`src/rtl/addsub_pkg.sv`:
```
// rtl/addsub_pkg.sv - shared mode constants and state encoding for addsub_serial
package addsub_pkg;

    localparam logic MODE_ADD = 1'b0;
    localparam logic MODE_SUB = 1'b1;

    typedef enum logic [1:0] {
        IDLE = 2'd0,
        RUN  = 2'd1,
        DONE = 2'd2
    } state_t;

endpackage

```
`src/rtl/full_adder_1b.sv`:
```
// rtl/full_adder_1b.sv - combinational one-bit full adder
// Ports: a, b, cin - addend bits and carry in; s - sum bit; cout - carry out.
module full_adder_1b (
    input  logic a,
    input  logic b,
    input  logic cin,
    output logic s,
    output logic cout
);

    assign s    = a ^ b ^ cin;
    assign cout = (a & b) | (cin & (a ^ b));

endmodule

```
`src/rtl/addsub_serial.sv`:
```
// rtl/addsub_serial.sv - bit-serial signed adder/subtractor with start/done handshake
// Ports: clk, rst_n (sync active-low); start/mode/A/B request, sampled in IDLE;
//        busy high in RUN and DONE; done one-cycle pulse with D/Overflow/Negative/Zero/Carry
//        updated together and held until the next operation completes.
module addsub_serial
    import addsub_pkg::*;
#(
    parameter int WIDTH = 4,
    parameter bit SAT   = 1'b0
) (
    input  logic             clk,
    input  logic             rst_n,
    input  logic             start,
    input  logic             mode,
    input  logic [WIDTH-1:0] A,
    input  logic [WIDTH-1:0] B,
    output logic             busy,
    output logic             done,
    output logic [WIDTH-1:0] D,
    output logic             Overflow,
    output logic             Negative,
    output logic             Zero,
    output logic             Carry
);

    localparam int CW = $clog2(WIDTH + 1);
    localparam logic [CW-1:0] LAST_BIT = CW'(WIDTH - 1);

    state_t           state;
    logic [WIDTH-1:0] a_sh;
    logic [WIDTH-1:0] b_sh;
    logic [WIDTH-1:0] r;
    logic             c;
    logic             c_msb;
    logic             c_out;
    logic [CW-1:0]    cnt;

    logic             fa_s;
    logic             fa_cout;

    logic             ov;
    logic             neg;
    logic [WIDTH-1:0] d_next;

    full_adder_1b u_fa (
        .a    (a_sh[0]),
        .b    (b_sh[0]),
        .cin  (c),
        .s    (fa_s),
        .cout (fa_cout)
    );

    // Sign of the true result is the result MSB, flipped when it overflowed.
    always_comb begin
        ov     = c_msb ^ c_out;
        neg    = r[WIDTH-1] ^ ov;
        d_next = r;
        if (SAT && ov) begin
            d_next = neg ? {1'b1, {(WIDTH-1){1'b0}}} : {1'b0, {(WIDTH-1){1'b1}}};
        end
    end

    always_ff @(posedge clk) begin
        if (!rst_n) begin
            state    <= IDLE;
            a_sh     <= '0;
            b_sh     <= '0;
            r        <= '0;
            c        <= 1'b0;
            c_msb    <= 1'b0;
            c_out    <= 1'b0;
            cnt      <= '0;
            busy     <= 1'b0;
            done     <= 1'b0;
            D        <= '0;
            Overflow <= 1'b0;
            Negative <= 1'b0;
            Zero     <= 1'b0;
            Carry    <= 1'b0;
        end else begin
            done <= 1'b0;
            case (state)
                IDLE: begin
                    if (start) begin
                        // Subtraction is A + ~B + 1: the +1 enters as the initial carry.
                        a_sh  <= A;
                        b_sh  <= (mode == MODE_SUB) ? ~B : B;
                        c     <= mode;
                        cnt   <= '0;
                        busy  <= 1'b1;
                        state <= RUN;
                    end
                end
                RUN: begin
                    // Sum bits enter at the top so the first (LSB) ends at bit 0.
                    r    <= {fa_s, r[WIDTH-1:1]};
                    a_sh <= a_sh >> 1;
                    b_sh <= b_sh >> 1;
                    c    <= fa_cout;
                    cnt  <= cnt + CW'(1);
                    if (cnt == LAST_BIT) begin
                        c_msb <= c;
                        c_out <= fa_cout;
                        state <= DONE;
                    end
                end
                DONE: begin
                    D        <= d_next;
                    Overflow <= ov;
                    Negative <= neg;
                    Zero     <= (d_next == '0);
                    Carry    <= c_out;
                    done     <= 1'b1;
                    busy     <= 1'b0;
                    state    <= IDLE;
                end
                default: begin
                    busy  <= 1'b0;
                    state <= IDLE;
                end
            endcase
        end
    end

endmodule

```
`config.mk`:
```
export PLATFORM = sky130hd
export DESIGN_NAME = addsub_serial
export DESIGN_NICKNAME = d
export VERILOG_FILES = /design/src/rtl/addsub_pkg.sv /design/src/rtl/full_adder_1b.sv /design/src/rtl/addsub_serial.sv
export SDC_FILE = /design/constraint.sdc
export NUM_CORES = 1
export LEC_CHECK = 0
export BUFFER_PORTS_ARGS = -buffer_cell sky130_fd_sc_hd__buf_2
export CAP_MARGIN = 20
export CORE_UTILIZATION = 38
export CTS_CLUSTER_DIAMETER = 50
export CTS_CLUSTER_SIZE = 8
export DETAILED_ROUTE_END_ITERATION = 10
export PLACE_DENSITY_LB_ADDON = 0.08
export SETUP_SLACK_MARGIN = 0.05
export SLEW_MARGIN = 25
export SYNTH_ARGS = -nofsm -noshare
export SYNTH_HDL_FRONTEND = slang
export SYNTH_HIERARCHICAL = 1
export SYNTH_SLANG_ARGS = --single-unit
export TNS_END_PERCENT = 30
```
`constraint.sdc`:
```
create_clock -name clk -period 1.45 [get_ports clk]
set_clock_uncertainty 0.15 [all_clocks]
set_input_delay 0.0725 -clock clk [delete_from_list [all_inputs] [get_ports clk]]
set_output_delay 0.0725 -clock clk [all_outputs]
set_load 0.005 [all_outputs]
```
==> out/qor.txt, run 1 <==
Worst path cell trace: fa_2 > a2bb2oi_1 > o221a_2
Nets: 187
Worst R2R Path Depth: 3
Worst reg2reg path startpoint: a_sh[0]
Ports: 22
Mapped Avg Cell Area: 9.47 um^2
TritonCTS clock tree: done
Largest net degree at the start of global routing: 22
WHS Endpoint: a_sh[2]
Synth Register Bits: 30
Gr usage total: 15.9%
Max_cap viols: 0
Fin. Hold Viols: 0
Die height: 60.6 um
Synthesized instance count: 138
Port Buffers: 21
Die area: 3680 um^2
Placed Area: 1460 um^2
GPL Wtd Cong: 0.745
Chip width: 60.6 um
Core Area: 3150 um^2
Least-Margin Pin Slew: 0.282 ns
Pwr dens: 1020 nW/um^2
Crit end category: register
# DRC: 0
Combinational group share of total power: 10.3%
Routed Antenna Nets: 0
Ant. Diodes: 0
Drt pass-1 iters: 4
Hold path startpoint: A[2]
Switch share: 23.6%
Area grow syn2layout: 26.1%
Top cells by area, synth: dfxtp_1 (46%), nand2_1 (7.2%), a21boi_0 (6.3%), o221a_2 (3.4%), nor2b_1 (2.9%)
Tmin final: 1.37 ns
Hold/Removal Path Class: input port to register
Syn Nets: 153
WP data required: 1.53 ns
Worst-case clock buffer depth: 2
Vias in the first global route: 919
Worst R2R Setup Slack: 0.08 ns
Layout cells sized above 1: 30.6%
Post-synth top area cell: dfxtp_1
Sequential fraction of the synthesis area: 46.0%
Routed wire per std cell: 11.3 um
Arrival time at the worst endpoint: 1.45 ns
Slew Viols, Final: 0
Crit Path Max Fanout: 2
Initial Util: 41.4%
Yosys cell types: 35
Finish-stage setup viols: 0
Final setup TNS: 0 ns
RSZ-0062 raised after global routing: yes
First-pass GRT wire length: 4.18 mm
Core Rows: 20
Critical Path Max Stage Delay: 0.39 ns
Crit share post-route: 94.7%
Kind of critical path: register to register
Max-slew headroom: 81.2%
Overflow after GRT: 0
Initial antenna violation count: 0
NetSw: 396 uW
Total clock sinks: 30
# H-tree levels: 2
Yosys warnings: 6
Leakage Power: 0.000686 uW
Via/cell ratio: 4.88
Final instance area: 1650 um^2
Post-synth top area share: 46.0%
Internal power: 1280 uW
Hpwl dp: 1.71 mm
Worst-skew pair later-pin latency: 0.33 ns
Wirelength, routed: 2.45 mm
Peak VDD IR: 0.000525 V
CTS buffer count: 5
Hold Path Stages: 4
Initial detailed-routing violation count: 31
Highest clock rate: 0.728 GHz
Status: finished clean
Startpoint types: register
Vias: 1,058
Crit-path slowest cell: fa_2
CTS Root Cell: clkbuf_4
Reg2reg end: c
Reg clk slew, reported paths: 0.09 ns
Netlist Area Pre-Place: 1310 um^2
Clock share of power: 37.2%
Register share of total power: 52.5%
cell usage after synthesis:
| library cell | count |
|---|---|
| nor4_1 | 1 |
| and2b_1 | 1 |
| o221ai_1 | 3 |
| nand2b_1 | 2 |
| dfxtp_1 | 30 |
| o211a_1 | 1 |
| or4b_1 | 1 |
| nand4_1 | 1 |
| nor2_1 | 7 |
| buf_6 | 1 |
| nand3b_1 | 1 |
| nand2b_4 | 1 |
| a2bb2oi_1 | 4 |
| nor3b_2 | 1 |
| mux2i_1 | 2 |
| nand3_1 | 6 |
| inv_1 | 2 |
| xor2_1 | 2 |
| a22oi_1 | 3 |
| buf_1 | 1 |
| o21bai_1 | 1 |
| nor2b_1 | 6 |
| o221a_2 | 4 |
| nand2_1 | 25 |
| a21oi_1 | 1 |
| a21boi_0 | 11 |
| and2_1 | 2 |
| clkbuf_1 | 5 |
| and3_1 | 1 |
| buf_4 | 3 |
| a211oi_1 | 1 |
| fa_1 | 1 |
| xnor2_1 | 3 |
| ha_1 | 2 |
| o2bb2ai_1 | 1 |
worst max-delay path: cells and delay by family (launching register included):
kind / cells / cell delay [ns]
DFF: 1 / 0.34
adders and majority gates: 1 / 0.39
AOI/OAI and AO/OA: 2 / 0.40
worst max-delay path by stage:
stage	start	end	slack (ns)	cells past startpoint
6_report	a_sh[0]	c	0.08	3
5_1_grt	cnt[0]	c_out	0.03	5
4_1_cts	a_sh[0]	c	0.06	3
3_5_place_dp	state[1]	Zero	0.008	3
3_3_place_gp	a_sh[0]	c	0.03	3
2_1_floorplan	a_sh[0]	c	0.07	3
metal layers:
metal	vias up	wire length, um	global-route usage, %
li1	546	-	-
met1	480	1140	18.5
met2	27	1140	26.1
met3	5	128	5.76
met4	0	42	7.79
met5	-	0	0
cell usage in the layout, fill, tap and decap left out, drive strengths merged, types with 2 or more instances in the layout:
cell type    synthesis  final
nor2                 7      7
dfxtp               30     30
mux2i                2      2
o221ai               3      3
xor2                 2      2
clkbuf               5      8
a22oi                3      3
nand2               25     25
ha                   2      2
nand2b               3      3
nand3                6      6
a2bb2oi              4      4
and2                 2      2
buf                  5     29
xnor2                3      3
a21boi              11     11
nor2b                6      6
inv                  2      2
o221a                4      4
dlygate4sd3          0      8
area by class of cell:
class	instances	area [um^2]
multi-input combinational	96	654
fill	321	1510
inverter	2	7.51
tap	44	55.1
clock buffer	8	78.8
sequential	30	607
timing repair buffer	37	245
power by group through the flow:
stage	Clock, uW	Combinational, uW	Sequential, uW
floorplan	0	113	890
global placement	0	155	898
detailed placement	0	156	899
CTS	644	173	880
global route	680	193	888
finish	624	173	882
sequential cells by signal (all words and copies together) (netlist names), 2 cells and up:
| name | count |
|---|---|
| D | 4 |
| a_sh | 4 |
| b_sh | 4 |
| cnt | 3 |
| d_next | 4 |
| state | 2 |
cell families (layout without fill, tap and decap cells):
| group | count (synthesis) | in the layout | synth area share, % |
|---|---|---|---|
| xor gates and xnor gates | 5 | 5 | 3.35 |
| muxes | 2 | 2 | 1.53 |
| and+or+nand+nor | 56 | 56 | 21.6 |
| DFF | 30 | 30 | 46.0 |
| adders and majority gates | 3 | 3 | 3.45 |
| buffers and inverters | 12 | 47 | 4.88 |
| AOI/OAI and AO/OA | 30 | 30 | 19.2 |
per-stage QoR:
step                      setup WS (ns)  power [uW]  utilization [%]  cells  hold slack [ns]
after floorplan                  0.0655        1000                -    138           0.0811
after detailed placement        0.00783        1050             46.4    200            0.206
final                            0.0762        1680             52.3    217           0.0259
after global placement           0.0347        1050             46.4    200            0.196
after CTS                        0.0592        1700             51.6    216           0.0128
after global routing             0.0323        1760             52.3    217           0.0210
what timing repair did:
item,in CTS,in global routing
hold buffers,8,0
gates resized for setup,3,7
endpoints found under the setup margin,12,9
buffers inserted,0,1
endpoints found under the hold margin,17,0
Power figures use the tool's default switching activity.
==> run 2, diff against run 1 <==
--- a/config.mk
+++ b/config.mk
@@ -7,6 +7,7 @@
 export LEC_CHECK = 0
 export BUFFER_PORTS_ARGS = -buffer_cell sky130_fd_sc_hd__buf_2
 export CAP_MARGIN = 20
+export CORE_MARGIN = 5
 export CORE_UTILIZATION = 38
 export CTS_CLUSTER_DIAMETER = 50
 export CTS_CLUSTER_SIZE = 8
==> run 2 against run 1 <==
  * Die area increased by 28%
  * Setup slack got worse by 0.015 ns
  * Highest routed layer unchanged
  * Clock-buffer cell count did not move
  * Via count rose by 1.0%
  * Critical path depth unchanged
  * First-iteration DRC count grew 32%
  * Global-route usage is 2.1 points lower
  * Critical path type unchanged
==> out/qor.txt, run 2 (synthesized netlist as in run 1, its figures left out) <==
Peak VDD IR: 0.000621 V (+18%)
# DRC: 0 (unchanged)
Total clock sinks: 30 (unchanged)
Grt peak-use layer: met2
CTS buffer count: 5 (unchanged)
Overall power: 1680 uW (+0.26%)
Hold Path Stages: 4 (unchanged)
Storage cell area: 604 um^2 (-0.41%)
Stages on worst setup path: 3 (unchanged)
Max-slew headroom: 77.2% (-4.0 points)
Final Util: 50.4% (-1.8 points)
Layout cells sized above 1: 30.1% (-0.52 points)
Die area: 4710 um^2 (+28%)
Finish-stage setup viols: 0 (unchanged)
Switch share: 23.2% (-0.44 points)
Worst path cell trace: fa_2 > a2bb2oi_1 > o221a_2
Startpoint types: register
Routed Antenna Nets: 0 (unchanged)
Slew Viols, Final: 0 (unchanged)
WP data required: 1.52 ns (about the same)
Pwr dens: 1000 nW/um^2 (-1.8%)
Crit-path slowest cell: fa_2
Arrival time at the worst endpoint: 1.46 ns (about the same)
Nets: 190 (+1.6%)
Internal power: 1290 uW (+0.84%)
# H-tree levels: 2 (unchanged)
Least-Margin Pin Slew: 0.340 ns (+0.0583 ns)
Ant. Diodes: 0 (unchanged)
Max_cap viols: 0 (unchanged)
Worst R2R Path Depth: 3 (unchanged)
Largest net degree at the start of global routing: 19 (-14%)
Vias: 1,069 (+1.0%)
Fin. Hold Viols: 0 (unchanged)
Crit share post-route: 95.8% (+1.0 points)
Worst slack at placement: -0.0411 ns (-0.0489 ns)
Highest clock rate: 0.720 GHz (-1.1%)
Register share of total power: 52.1% (-0.4 points)
Fillcell total: 333 (+3.7%)
Final instance area: 1680 um^2 (+2.1%)
Gr usage total: 13.8% (-2.1 points)
Core Area: 3340 um^2 (+5.8%)
Placed Area: 1480 um^2 (+1.2%)
Leakage Power: 0.000710 uW (+3.4%)
Area grow syn2layout: 28.8%
Most frequent cells in the layout: dfxtp_1 (27), nand2_1 (25), buf_2 (21), a21boi_0 (11), buf_4 (9)
Crit end category: register
Hold/Removal Path Class: input port to register
Overflow after GRT: 0 (unchanged)
Ports: 22 (unchanged)
Chip width: 68.6 um (+13%)
Die height: 68.6 um (+13%)
Reg clk slew, reported paths: 0.09 ns (about the same)
Crit path buf inv count: 0 (unchanged)
NetSw: 390 uW (-1.6%)
Initial antenna violation count: 0 (unchanged)
Kind of critical path: register to register
Core Rows: 21 (+5.0%)
Commonest non-fill, non-tap cell in the layout: dfxtp_1
Crit Path Max Fanout: 2 (unchanged)
Worst-case clock buffer depth: 2 (unchanged)
Worst-skew pair later-pin latency: 0.32 ns (about the same)
Via/cell ratio: 4.82 (-1.2%)
Worst Hold Slack: 0.0358 ns (+0.00989 ns)
Clock share of power: 36.4% (-0.8 points)
Drt pass-1 iters: 4 (unchanged)
Hpwl dp: 1.94 mm (+13%)
Initial detailed-routing violation count: 41 (+32%)
Port Buffers: 21 (unchanged)
Met1 GRT Util: 14.3% (-4.2 points)
Vias in the first global route: 1,117 (+22%)
Post-route setup slack: 0.0614 ns (-0.0148 ns)
First-pass GRT wire length: 4.76 mm (+14%)
M2 GR Usage: 24.9% (-1.1 points)
Met3 Usage GRT: 4.86% (-0.89 points)
Combinational group share of total power: 11.5% (+1.2 points)
Wirelength, routed: 2.71 mm (+11%)
Critical Path Max Stage Delay: 0.40 ns (about the same)
Combined area of the multi-input logic cells: 659 um^2 (+0.76%)
Status: finished clean
Initial Util: 39.1% (-2.3 points)
RSZ-0062 raised after global routing: yes
CTS Root Cell: clkbuf_4
GPL Wtd Cong: 0.716 (-3.9%)
TritonCTS clock tree: done
Routed wire per std cell: 12.2 um (+8.2%)
Top Family by Delay on Critical Path: adder cells
Tmin final: 1.39 ns (+0.0148 ns)
run 2: layout make-up:
type                       count  share of cell area, %
timing repair buffer          40                   16.4
sequential                    30                   35.9
clock buffer                   8                   4.68
inverter                       2                  0.446
multi-input combinational     96                   39.2
tap                           46                   3.42
run 2: metrics by stage:
stage	setup TNS, ns	instances
3_5_place_dp	-0.0857	204
2_1_floorplan	0	138
6_report	0	222
5_1_grt	0	222
4_1_cts	0	220
3_3_place_gp	-0.00644	204
run 2: routing by layer:
layer | wire, um | share of wire, %
met2 | 1360 | 50
met1 | 1160 | 43
met4 | 48 | 1.8
met3 | 142 | 5.2
met5 | 0 | 0
run 2: final timing paths:
kind                   to  slack (ns)  startpoint
setup / recovery        c        0.06     a_sh[0]
hold / removal    a_sh[0]        0.04        A[0]
hold reg to reg      Zero        0.31        Zero
setup reg to reg        c        0.06     a_sh[0]
run 2: repair_timing:
item,CTS,global route
endpoints found under the hold margin,14,0
setup endpoints to repair,20,21
hold buffers,8,0
gates resized for setup,5,5
buffers inserted,0,2
pin swaps,0,2
run 2: power groups by stage:
stage,Combinational (uW),Sequential (uW),Clock [uW]
after floorplan,113,890,0
after global placement,162,895,0
after detailed placement,165,895,0
after CTS,185,877,643
after global routing,216,881,660
final,193,878,613
run 2: worst min-delay path: stages:
cell and delay (ns):
buf_2 0.08, nor2_1 0.03, a2bb2oi_1 0.11, o221a_2 0.18
==> run 3, diff against run 2 <==
--- a/config.mk
+++ b/config.mk
@@ -5,6 +5,7 @@
 export SDC_FILE = /design/constraint.sdc
 export NUM_CORES = 1
 export LEC_CHECK = 0
+export ABC_AREA = 1
 export BUFFER_PORTS_ARGS = -buffer_cell sky130_fd_sc_hd__buf_2
 export CAP_MARGIN = 20
 export CORE_MARGIN = 5
==> run 3 against run 2 <==
  * Routed wire length increased by 6.7%
  * Non-clock buffer count shrank 5
  * Synthesized area decreased by 1.3%
  * Critical path depth increased by 3
  * Clock-buffer cell count is the same
  * Cell count up 21%
  * Via count rose by 13%
  * Die area down 1.1%
  * Fmax rose by 4.4%
  * Flip-flop and latch count unchanged
  * Total power up 0.82%
  * Critical endpoint is now c_msb
==> out/qor.txt, run 3 <==
Count of flip-flops with a built-in enable after synthesis: 0 (unchanged)
Ys async rst share: 0% (unchanged)
Switch share: 24.8% (+1.6 points)
Hpwl dp: 2.05 mm (+5.6%)
Die area: 4660 um^2 (-1.1%)
Initial detailed-routing violation count: 61 (+49%)
Main synth FF type: dfxtp_1
# H-tree levels: 2 (unchanged)
TritonCTS clock tree: done
Worst-case clock buffer depth: 2 (unchanged)
First-pass GRT wire length: 5.17 mm (+8.5%)
Least-Margin Pin Slew: 0.465 ns (+0.124 ns)
GPL Wtd Cong: 0.779 (+8.8%)
Total clock sinks: 30 (unchanged)
Mapped Avg Cell Area: 7.00 um^2 (-26%)
Core Area: 3310 um^2 (-0.79%)
Largest net degree at the start of global routing: 16 (-3)
Internal power: 1280 uW (-1.3%)
Post-synth top area share: 46.6% (+0.62 points)
Overflow after GRT: 0 (unchanged)
Syn Nets: 199 (+30%)
Top cells by area, synth: dfxtp_1 (47%), nand2_1 (13%), nor2_1 (11%), nand3_1 (5.8%), inv_1 (5.5%)
# DRC: 0 (unchanged)
Hold/Removal Path Class: register to register
Port Buffers: 21 (unchanged)
Initial Util: 38.9% (-0.22 points)
Synthesized instance count: 184 (+33%)
Gr usage total: 15.1% (+1.3 points)
Layout cells sized above 1: 17.1% (-13 points)
Highest clock rate: 0.751 GHz (+4.4%)
Worst path cell trace: ha_1 > ha_1 > inv_1 > nor2_1 > o21ai_0 > nor2_1
Yosys cell types: 18 (-49%)
Routed Antenna Nets: 0 (unchanged)
Wirelength, routed: 2.89 mm (+6.7%)
Chip width: 68.2 um (-0.58%)
Clock share of power: 36.1% (-0.3 points)
Sequential fraction of the synthesis area: 46.6% (+0.62 points)
Crit Path Max Fanout: 3 (+1)
Max_cap viols: 0 (unchanged)
Crit end category: register
Tmin final: 1.33 ns (-0.0579 ns)
Yosys warnings: 6 (unchanged)
Adder-cell share of the synthesized area: 3.50% (+0.047 points)
Crit-path slowest cell: dfxtp_1
Crit share post-route: 91.8% (-4.0 points)
Via/cell ratio: 4.51 (-6.4%)
Commonest cells post-synth: nand2_1 (44), nor2_1 (37), dfxtp_1 (30)
Worst slack at placement: 0.106 ns (+0.147 ns)
Synth Area in Compound Gates: 9.51% (-9.6 points)
RSZ-0062 raised after global routing: yes
Drt pass-1 iters: 4 (unchanged)
Status: finished clean
Vias: 1,208 (+13%)
Die height: 68.2 um (-0.58%)
Kind of critical path: register to register
Post-CTS Setup Repair Bufs: 0 (unchanged)
Core Rows: 21 (unchanged)
Max-slew headroom: 69.0% (-8.2 points)
Finish-stage setup viols: 0 (unchanged)
Peak VDD IR: 0.000486 V (-22%)
WP data required: 1.52 ns (about the same)
Commonest non-fill, non-tap cell in the layout: nand2_1
Combinational group share of total power: 11.7% (+0.2 points)
Area grow syn2layout: 28.3%
Arrival time at the worst endpoint: 1.40 ns (-0.06 ns)
Routed wire per std cell: 10.8 um (-12%)
Startpoint types: register
Pwr dens: 1030 nW/um^2 (+2.7%)
Reg clk slew, reported paths: 0.09 ns (about the same)
Post-synth top area cell: dfxtp_1
Worst-skew pair later-pin latency: 0.32 ns (about the same)
Critical Path Max Stage Delay: 0.33 ns (-0.07 ns)
Largest family of logic cells by synthesized area: simple AND/OR/NAND/NOR gates
Initial antenna violation count: 0 (unchanged)
Top-count cell post-synth: nand2_1
NetSw: 420 uW (+7.7%)
Mux contribution to synthesized area: 0% (-1.5 points)
Fin. Hold Viols: 0 (unchanged)
Slew Viols, Final: 0 (unchanged)
Placed cells: 249 (+22%)
Most frequent cells in the layout: nand2_1 (44), nor2_1 (37), dfxtp_1 (29), buf_2 (21), inv_1 (19)
CTS buffer count: 5 (unchanged)
Fin cells: 268 (+21%)
Vias in the first global route: 1,215 (+8.8%)
Register share of total power: 52.2% (about the same)
Leakage Power: 0.000792 uW (+12%)
Xor/xnor share of the synthesized area: 0.680% (-2.7 points)
Ports: 22 (unchanged)
Netlist Area Pre-Place: 1290 um^2 (-1.3%)
Synth Register Bits: 30 (unchanged)
Ant. Diodes: 0 (unchanged)
Final setup TNS: 0 ns (unchanged)
Simple-gate share of the synthesized area: 31.4% (+9.7 points)
Post-route setup slack: 0.119 ns (+0.0579 ns)
Nets: 236 (+24%)
CTS Root Cell: clkbuf_4
## run 3: cell types whose count changed after synthesis, moves of 4 or more
cell	delta
a21oi_1	+12
o21ai_0	+10
o221a_2	-4
nand3_1	+9
inv_1	+17
nor2_1	+30
a21boi_0	-11
nor2b_1	-6
nand2_1	+19
a2bb2oi_1	-4
## run 3: power groups by stage
| stage | Combinational (uW) | Sequential [uW] | Clock, uW |
|---|---|---|---|
| global route | 228 | 892 | 672 |
| finish | 198 | 886 | 613 |
| global placement | 168 | 902 | 0 |
| detailed placement | 171 | 903 | 0 |
| floorplan | 120 | 897 | 0 |
| CTS | 193 | 884 | 633 |
## run 3: repair_timing
action                                  in CTS  in global routing
hold buffers                                11                  0
hold endpoints to repair                    21                  0
resized for setup                            0                  5
endpoints found under the setup margin       0                  8
## run 3: worst paths after layout
kind          start    end  slack, ns  cells after the start
max          cnt[0]  c_msb       0.12                      6
min reg2reg    busy   busy       0.30                      2
max reg2reg  cnt[0]  c_msb       0.12                      6
min            busy   busy       0.30                      2
## run 3: cell families (layout without fill, tap and decap cells)
group	count (synthesis)	in the layout
compound gates	24	24
buf+inv	26	64
simple gates	100	100
fa+ha+maj	3	3
xor+xnor	1	1
flops	30	30
## run 3: area by class of cell
type	instances	area (um^2)
clock buffers	8	78.8
fillers	347	1660
inverters	21	81.3
multi-input cells	128	596
flip-flops and latches	30	602
well taps	46	57.6
repair buffers	35	238
## run 3: critical path, delay by kind of cell (launching register included)
family,cells,cell delay (ns)
simple gates,2,0.10
compound gates,1,0.15
fa+ha+maj,2,0.41
flops,1,0.33
buf+inv,1,0.08
## run 3: routing by layer
metal | vias to the layer above | part of all wire [%] | global-route usage (%)
li1 | 650 | - | -
met1 | 527 | 44 | 17.0
met5 | - | 0 | 0
met2 | 24 | 49 | 25.8
met4 | 0 | 2.2 | 8.44
met3 | 7 | 4.8 | 3.94
## run 3: stage by stage
| step | total power, uW | cell area (um^2) | util, % | hold WS [ns] |
|---|---|---|---|---|
| floorplan | 1020 | 1290 | - | 0.0609 |
| global placement | 1070 | 1450 | 43.7 | 0.181 |
| detailed placement | 1070 | 1450 | 43.7 | 0.191 |
| CTS | 1710 | 1630 | 49.4 | 0.308 |
| global route | 1790 | 1650 | 49.9 | 0.343 |
| finish | 1700 | 1650 | 49.9 | 0.303 |
